--- src/rtl/tape_status_writer.sv ---
// tape_status_writer
// Redraws the cassette overlay whenever the tape moves or a refresh is requested.
// Each sequence writes both gear characters, then every progress-bar segment,
// one character per cycle. A DONE cycle then publishes the filled-segment count.
// Segment fill uses a running threshold (k*max) against pos*SEGS, so no divider is needed.

module tape_status_writer #(
    parameter int          SEGS        = 16,
    parameter int          POS_W       = 25,
    parameter int          ADDR_W      = 12,
    parameter int          BAR_ADDR    = 136,
    parameter int          GEAR_L_ADDR = 331,
    parameter int          GEAR_R_ADDR = 340,
    parameter int          GEAR_PHASES = 2,
    parameter logic [7:0]  CH_GEAR0    = 8'h2A,
    parameter logic [7:0]  CH_GEAR1    = 8'h96,
    parameter logic [7:0]  CH_GEAR2    = 8'h2A,
    parameter logic [7:0]  CH_GEAR3    = 8'h96,
    parameter logic [7:0]  CH_FULL     = 8'h7F,
    parameter logic [7:0]  CH_EMPTY    = 8'hA6
) (
    input  logic              i_clk,
    input  logic              reset,
    input  logic              ena,
    input  logic              refresh,
    input  logic [POS_W-1:0]  pos,
    input  logic [POS_W-1:0]  max,
    output logic              wr_ena,
    output logic [ADDR_W-1:0] wr_addr,
    output logic [7:0]        wr_data,
    output logic              busy,
    output logic              done,
    output logic [4:0]        filled
);

    localparam int         ACC_W   = POS_W + 5;
    localparam logic [1:0] PH_LAST = 2'(GEAR_PHASES - 1);
    localparam logic [1:0] PH_HALF = 2'(GEAR_PHASES / 2);
    localparam logic [4:0] LAST_K  = 5'(SEGS - 1);

    typedef enum logic [2:0] {
        IDLE,
        GEAR_L,
        GEAR_R,
        BAR,
        DONE
    } state_t;

    state_t state, state_n;

    logic [POS_W-1:0]  pos_r;
    logic              dir;
    logic              gear_step;
    logic              pending;
    logic              change;
    logic              start;

    logic [1:0]        phase, phase_n;
    logic [1:0]        phase_fwd, phase_bwd, opp_sum, phase_opp;
    logic [POS_W-1:0]  pos_s, pos_s_n;
    logic [POS_W-1:0]  max_s, max_s_n;
    logic [ACC_W-1:0]  acc, acc_n;
    logic [4:0]        k, k_n;
    logic [4:0]        cnt, cnt_n;

    logic [ACC_W-1:0]  pos_scaled;
    logic [ACC_W-1:0]  seg_acc;
    logic [4:0]        seg_idx;
    logic              seg_full;

    logic              wr_ena_n;
    logic [ADDR_W-1:0] wr_addr_n;
    logic [7:0]        wr_data_n;
    logic              busy_n;
    logic              done_n;
    logic [4:0]        filled_n;

    function automatic logic [7:0] gear_char(input logic [1:0] p);
        case (p)
            2'd0:    gear_char = CH_GEAR0;
            2'd1:    gear_char = CH_GEAR1;
            2'd2:    gear_char = CH_GEAR2;
            default: gear_char = CH_GEAR3;
        endcase
    endfunction

    assign change = (pos != pos_r);
    assign start  = (state == IDLE) && pending && ena;

    // Track tape movement: remember last position, direction, and whether a redraw is owed.
    always_ff @(posedge i_clk or posedge reset) begin
        if (reset) begin
            pos_r     <= '0;
            dir       <= 1'b0;
            gear_step <= 1'b0;
            pending   <= 1'b0;
        end else begin
            pos_r <= pos;
            if (change) begin
                dir <= (pos < pos_r);
            end
            if (start) begin
                pending   <= 1'b0;
                gear_step <= 1'b0;
            end else begin
                pending   <= pending | change | refresh;
                gear_step <= gear_step | change;
            end
        end
    end

    // Gear phase arithmetic and the per-segment threshold compare used by the FSM.
    always_comb begin
        phase_fwd  = (phase == PH_LAST) ? 2'd0 : phase + 2'd1;
        phase_bwd  = (phase == 2'd0) ? PH_LAST : phase - 2'd1;
        opp_sum    = phase + PH_HALF;
        phase_opp  = (GEAR_PHASES == 4) ? opp_sum : (opp_sum & 2'd1);
        pos_scaled = ACC_W'(pos_s) * ACC_W'(SEGS);
        seg_acc    = (state == BAR) ? acc + ACC_W'(max_s) : acc;
        seg_idx    = (state == BAR) ? k + 5'd1 : k;
        seg_full   = (max_s != '0) && (pos_scaled > seg_acc);
    end

    // Next-state and next-output logic; outputs are registered so they line up with the state.
    always_comb begin
        state_n   = state;
        phase_n   = phase;
        pos_s_n   = pos_s;
        max_s_n   = max_s;
        acc_n     = acc;
        k_n       = k;
        cnt_n     = cnt;
        wr_ena_n  = 1'b0;
        wr_addr_n = wr_addr;
        wr_data_n = wr_data;
        done_n    = 1'b0;
        filled_n  = filled;

        case (state)
            IDLE: begin
                if (start) begin
                    pos_s_n = pos;
                    max_s_n = max;
                    if (gear_step) begin
                        phase_n = dir ? phase_bwd : phase_fwd;
                    end
                    acc_n     = '0;
                    k_n       = '0;
                    cnt_n     = '0;
                    state_n   = GEAR_L;
                    wr_ena_n  = 1'b1;
                    wr_addr_n = ADDR_W'(GEAR_L_ADDR);
                    wr_data_n = gear_char(phase_n);
                end
            end
            GEAR_L: begin
                state_n   = GEAR_R;
                wr_ena_n  = 1'b1;
                wr_addr_n = ADDR_W'(GEAR_R_ADDR);
                wr_data_n = gear_char(phase_opp);
            end
            GEAR_R, BAR: begin
                if (state == BAR && k == LAST_K) begin
                    state_n = DONE;
                    done_n  = 1'b1;
                end else begin
                    state_n   = BAR;
                    wr_ena_n  = 1'b1;
                    wr_addr_n = ADDR_W'(BAR_ADDR) + ADDR_W'(seg_idx);
                    wr_data_n = seg_full ? CH_FULL : CH_EMPTY;
                    acc_n     = seg_acc;
                    k_n       = seg_idx;
                    cnt_n     = cnt + {4'b0000, seg_full};
                end
            end
            DONE: begin
                state_n  = IDLE;
                filled_n = cnt;
            end
            default: begin
                state_n = IDLE;
            end
        endcase

        busy_n = (state_n != IDLE);
    end

    // State, snapshot and output registers; reset aborts any sequence at once.
    always_ff @(posedge i_clk or posedge reset) begin
        if (reset) begin
            state   <= IDLE;
            phase   <= 2'd0;
            pos_s   <= '0;
            max_s   <= '0;
            acc     <= '0;
            k       <= '0;
            cnt     <= '0;
            wr_ena  <= 1'b0;
            wr_addr <= '0;
            wr_data <= '0;
            busy    <= 1'b0;
            done    <= 1'b0;
            filled  <= '0;
        end else begin
            state   <= state_n;
            phase   <= phase_n;
            pos_s   <= pos_s_n;
            max_s   <= max_s_n;
            acc     <= acc_n;
            k       <= k_n;
            cnt     <= cnt_n;
            wr_ena  <= wr_ena_n;
            wr_addr <= wr_addr_n;
            wr_data <= wr_data_n;
            busy    <= busy_n;
            done    <= done_n;
            filled  <= filled_n;
        end
    end

endmodule

--- config.mk ---
export PLATFORM = sky130hd
export DESIGN_NAME = tape_status_writer
export DESIGN_NICKNAME = d
export VERILOG_FILES = /design/src/rtl/tape_status_writer.sv
export SDC_FILE = /design/constraint.sdc
export NUM_CORES = 1
export LEC_CHECK = 0
export CORE_ASPECT_RATIO = 2
export CORE_MARGIN = 2
export CORE_UTILIZATION = 52
export CTS_CLUSTER_DIAMETER = 80
export DETAILED_ROUTE_END_ITERATION = 8
export GPL_TIMING_DRIVEN = 0
export PLACE_DENSITY = 0.89
export SYNTH_ARGS = -nofsm -noshare
export SYNTH_HDL_FRONTEND = slang
export SYNTH_SLANG_ARGS = --single-unit
--- constraint.sdc ---
create_clock -name i_clk -period 4.8 [get_ports i_clk]
set_input_delay 0.96 -clock i_clk [delete_from_list [all_inputs] [get_ports i_clk]]
set_output_delay 0.96 -clock i_clk [all_outputs]
set_load 0.02 [all_outputs]
# --- After elaboration in Yosys (flattened, before gate mapping) ---
# Index checks and enable logic that the tools add are counted.
word_totals:
  regBits: 151
  in_bits: 54
  out_inout_bits: 28
  word_cells: 90
classes:
  n_addsub: 6
  n_lt_le_gt_ge: 2
  eq_ne: 10
  n_mux: 35
  n_bitwise: 3
  reduce_logical: 17
ops:
  columns: ["op", "count"]
  rows:
  - ["30-bit two-way mux", 3]
  - ["30-bit case mux with 2 select lines", 1]
  - ["8-bit two-way mux", 5]
  - ["12-bit case mux with 3 select lines", 1]
  - ["30-bit by 25-bit adder with 30-bit output", 1]
  - ["29-bit by 30-bit > comparator with 1-bit output", 1]
  - ["25-bit < comparator", 1]
  - ["25-bit inequality test", 1]
  - ["25-bit nonzero test", 1]
  - ["12-bit two-way mux", 2]
  - ["8-bit case mux with 3 select lines", 1]
  - ["5-bit two-way mux", 4]
  - ["5-bit case mux with 2 select lines", 2]
  - ["2-bit two-way mux", 6]
  - ["8-bit by 5-bit adder with 9-bit output, first input constant", 1]
  - ["3-bit case mux with 3 select lines", 1]
  - ["3-bit by 2-bit == test with 1-bit output, second input constant", 2]
  - ["2-bit zero test", 3]
  - ["1-bit two-way mux", 6]
  - ["3-bit two-way mux", 2]
  - ["3-bit AND reduction", 2]
  - ["3-bit nonzero test", 2]
  - ["5-bit by 1-bit adder with 5-bit output", 1]
  - ["5-bit by 1-bit adder with 5-bit output, second input constant", 1]
  - ["15 further kinds", 22]

# --- Logic depth before layout (Yosys ltp) ---
# Gate-level depths: netlist of run 1.
depth:
  depth_word: 11
  ltp_mapped: 25

# --- Worst setup path after synthesis of run 1 ---
# Ideal clock, no wire load.
synth_path:
  path_type: "flip-flop to flip-flop"
  startpoint: "register max_s[0]"
  endpoint: "register cnt[4]"
  arrival_ns: 4.283
  required_ns: 4.666
  path_slack_ns: 0.382
  path_stages_with_launch: 26
  path_cell_list: "dfrtp_1 > ha_1 > fa_1 > a21o_1 > a21oi_1 > o21ai_1 > a21o_1 > a21oi_1 > o31ai_1 > xor2_1 > mux2i_1 > ha_1 > a21o_1 > a21o_1 > a2111oi_0 > o21ai_0 > nor2_1 > nor3b_1 > nand3_1 > inv_1 > ha_1 > ha_1 > nand3_1 > nor3_1 > a21oi_1 > o21ai_0"
synth_between:
  elab_chain_cells: 7
synth_rtl:
  columns: ["item", "line", "text"]
  rows:
  - ["from (decl)", "61", "logic [POS_W-1:0] max_s, max_s_n;"]
  - ["from (signal assigned)", "208", "max_s <= max_s_n;"]
  - ["30-bit by 25-bit adder with 30-bit output", "119", "seg_acc = (state == BAR) ? acc + ACC_W'(max_s) : acc;"]
  - ["30-bit two-way mux", "119", null]
  - ["29-bit by 30-bit > comparator with 1-bit output", "121", "seg_full = (max_s != '0) && (pos_scaled > seg_acc);"]
  - ["1-bit logical AND *", "121", null]
  - ["5-bit by 1-bit adder with 5-bit output *", "173", "cnt_n = cnt + {4'b0000, seg_full};"]
  - ["5-bit two-way mux *", "163", "if (state == BAR && k == LAST_K) begin"]
  - ["5-bit case mux with 2 select lines *", "139", "case (state)"]
  - ["to (signal assigned)", "211", "cnt <= cnt_n;"]
  - ["to (decl)", "64", "logic [4:0] cnt, cnt_n;"]
# Mark *: on every way between the ends. The rest lies on a longest branch, timed or not. The select of a mux whose other input is x is not followed.
# A chain may end at the register's enable or synchronous reset.

# --- Worst setup path in the final report of run 1 ---
layout_path:
  startpoint: "register acc[0]"
  endpoint: "register cnt[4]"
layout_between:
  elab_chain_cells: 7
layout_rtl:
  columns: ["item", "line", "text"]
  rows:
  - ["from (decl)", "62", "logic [ACC_W-1:0] acc, acc_n;"]
  - ["from (signal assigned)", "209", "acc <= acc_n;"]
  - ["30-bit by 25-bit adder with 30-bit output", "119", null]
  - ["30-bit two-way mux *", "119", null]
  - ["29-bit by 30-bit > comparator with 1-bit output *", "121", null]
  - ["1-bit logical AND *", "121", null]
  - ["5-bit by 1-bit adder with 5-bit output *", "173", null]
  - ["5-bit two-way mux *", "163", null]
  - ["5-bit case mux with 2 select lines *", "139", null]
# Marked as above.

==> results of run 1 <==
-- worst max-delay path: cells and delay by family, from the launching register on --
family | cells | cell delay, ns
multiplexers | 1 | 0.18
AO/OA/AOI/OAI | 8 | 1.34
AND/OR/NAND/NOR | 8 | 1.06
XOR/XNOR | 1 | 0.14
buffers and inverters | 2 | 0.20
flip-flops | 1 | 0.41
adder cells (fa/ha/maj) | 5 | 1.27
-- logic make-up (layout without fill, tap and decap cells) --
logic type / after synthesis / after routing
flip-flops: 144 / 144
XOR/XNOR: 28 / 28
multiplexers: 71 / 71
other: 1 / 3
AO/OA/AOI/OAI: 167 / 167
AND/OR/NAND/NOR: 194 / 194
buffers and inverters: 70 / 203
adder cells (fa/ha/maj): 81 / 81
-- worst max-delay path by stage --
stage / from / end / slack, ns / depth (start not counted)
after floorplan: max_s[0] / cnt[4] / 0.38 / 25
after global placement: max_s[0] / cnt[4] / -0.42 / 24
after detailed placement: max_s[0] / cnt[4] / -0.51 / 24
after CTS: acc[0] / cnt[4] / 0.01 / 25
after global routing: acc[0] / cnt[4] / -0.09 / 25
final: acc[0] / cnt[4] / 0.10 / 25
-- cell type report --
class                           instances  area, µm²
Timing Repair Buffer                  105       1030
Clock inverter                         15        196
Multi-Input combinational cell        544       4320
Tap cell                              195        244
Buffer                                 26        120
Fill cell                            1048       4800
Sequential cell                       144       3610
Clock buffer                           17        425
Inverter                               40        154
-- synthesized netlist by cell type (6+ instances only) --
master and instances:
nand2_1 64, inv_1 38, nand4_1 17, and3_1 7, clkbuf_1 22, dfrtp_1 144, nor4_1 6, nand3_1 23
xor2_1 13, ha_1 80, nor2_1 47, a21oi_1 51, xnor2_1 15, mux2_2 56, a21o_1 11, mux2i_1 15
o21ai_1 11, o21ai_0 32, a22o_1 21, nor3_1 11
-- routing by layer --
metal	vias to the layer above	GRT usage, %	routed length, µm
li1	2953	-	-
met1	3167	25.8	7190
met2	226	49.4	11600
met3	87	3.61	701
met4	0	19.3	1480
met5	-	0	0
-- state kept, by name, indices dropped and copies added (netlist names), 3 cells and up --
| signal | cells |
|---|---|
| acc | 30 |
| cnt | 5 |
| filled | 5 |
| k | 5 |
| max_s | 25 |
| pos_r | 25 |
| pos_s | 25 |
| state | 3 |
| wr_addr | 8 |
| wr_data | 7 |
-- cell usage in the layout (no fill, tap or decap), types with 20 or more instances in the layout --
cell type / count
inv_1: 37
dfrtp_1: 142
mux2_2: 56
ha_1: 67
a22o_1: 21
nor2_1: 43
clkdlybuf4s50_1: 78
buf_4: 28
nand2_1: 64
a21oi_1: 46
nand3_1: 20
o21ai_0: 27
-- repair_timing --
action	CTS	global route
pin swaps	6	32
buffers inserted	4	19
gates cloned	0	0
endpoints found under the setup margin	5	5
resized for setup	16	37
-- stage by stage --
stage	hold slack, ns	TNS, ns	util (%)	cell area [µm²]
6_report	0.470	0	67.8	10100
2_1_floorplan	0.445	0	-	7950
3_3_place_gp	0.450	-1.13	60.3	8980
4_1_cts	0.471	0	65.7	9780
5_1_grt	0.501	-0.136	67.8	10100
3_5_place_dp	0.456	-1.63	60.8	9060
==> flow_metrics.py, run 1 <==
metrics = {
    "worst_setup_path": {
        "critPathMaxFanout": 3,
        "slowest_stage": "dfrtp_1",
        "cp-end-kind": "register",
        "critical_path_class": "register to register",
        "regToRegEndpoint": "cnt[4]",
        "startpoint_type": "register",
        "rr_worst_depth": 25,
        "max_stage_delay_ns": 0.41,
        "rrSetupSlack_ns": 0.10,
        "required_ns": 5.15,
        "cp.arrival_ns": 5.05,
        "r2r-start": "acc[0]",
    },
    "cts": {
        "holdBufCountCts": 0,
        "htreeDepth": 4,
        "cts.clk_slew.worst_paths_ns": 0.07,
        "cts_sinks": 144,
        "clockRootBuffer": "clkbuf_16",
        "cts_made_buffers": 17,
        "tritoncts": "done",
        "clk_latency_ns": 0.43,
        "clockBufferDepth": 2,
    },
    "timing": {
        "tightest_slew_ns": 0.875,
        "setup_violations": 0,
        "period_needed_ns": 4.70,
        "fmax_mhz": 213,
        "setup_slack_ns": 0.105,
        "skew_ns": 0.00960,
        "hold_violations": 0,
        "min_period_over_period_pct": 97.8,
        "slew-limit-headroom_pct": 41.4,
        "maxSlewViolCount": 0,
    },
    "layout": {
        "antenna_cells": 0,
        "drive_above_1_share_pct": 19.1,
        "area_growth_pct": 27.2,
        "nets": 1013,
        "instances_no_fill": 1086,
    },
    "logic_synthesis": {
        "syn_area_um2": 7940,
        "synth_top_family_by_area": "compound AO/OA/AOI/OAI gates",
        "ys_types": 59,
        "ys_warn_count": 0,
        "syn_avg_cell_area_um2": 10.5,
        "synth_edf_count": 0,
        "synth_compound_area_share_pct": 13.6,
        "synth.area.top_cells": "dfrtp_1 (45%), ha_1 (13%), mux2_2 (7.9%), a21oi_1 (3.2%), nand2_1 (3.0%)",
        "synthAdderAreaFrac_pct": 12.9,
        "synthCells": 756,
        "ys.flop_type": "dfrtp_1",
        "synth-seq-cells": 144,
        "synth_top_area_cell": "dfrtp_1",
        "synthDominantCellAreaShare_pct": 45.4,
        "ys_seq_area_share_pct": 45.4,
        "yosys-mux-area-fraction_pct": 9.83,
        "synth-simple-area-share_pct": 11.6,
        "synth_xor_area_share_pct": 3.09,
        "synthArstFlopShare_pct": 100,
    },
    "drt": {
        "wire_per_inst_um": 19.3,
        "drtPass1Iterations": 5,
        "dr.first_iter.drc_count": 423,
        "routed_wl_mm": 21.0,
        "avgViaCountPerCell": 5.92,
        "vias": 6433,
        "drc_errors": 0,
        "final_antenna_net_count": 0,
    },
    "worst_hold_path": {
        "hold_start": "wr_addr[5]",
        "holdPathStages": 2,
        "hold_class": "register to register",
        "min_to": "wr_addr[5]",
    },
    "floorplanning": {
        "die_area_um2": 16300,
        "io_pins": 82,
        "core.rowCount": 63,
        "die_h_um": 179,
        "initial_core_util_pct": 53.3,
        "coreArea_um2": 14900,
        "dieWidth_um": 91.4,
    },
    "place": {
        "gp_congestion": 0.917,
        "io_buffers": 78,
        "dp_cells": 1035,
        "place_ws_ns": -0.514,
        "hpwl_mm": 15.2,
    },
    "flow_run": {
        "drv_cap": 0,
    },
    "global_routing": {
        "antenna_found_initial": 0,
        "track_usage_pct": 26.3,
        "grt_pass1_wl_mm": 33.2,
        "overflow": 0,
        "grt_pass1_vias": 6615,
        "grt_max_degree": 40,
    },
    "run_status": {
        "status": "finished, final reports clean",
    },
}
Power of run 1 is left out: the tool's default activity adds up to more than one toggle a clock period on the data nets, which glitch-free logic cannot reach.
==> inputs of run 2 (changes only) <==
Settings changed: HOLD_SLACK_MARGIN set to 0.15.
==> results of run 2 <==
Final layout, timing and power as in run 1 (identical DEF).
Power of run 2 is left out for the same reason.
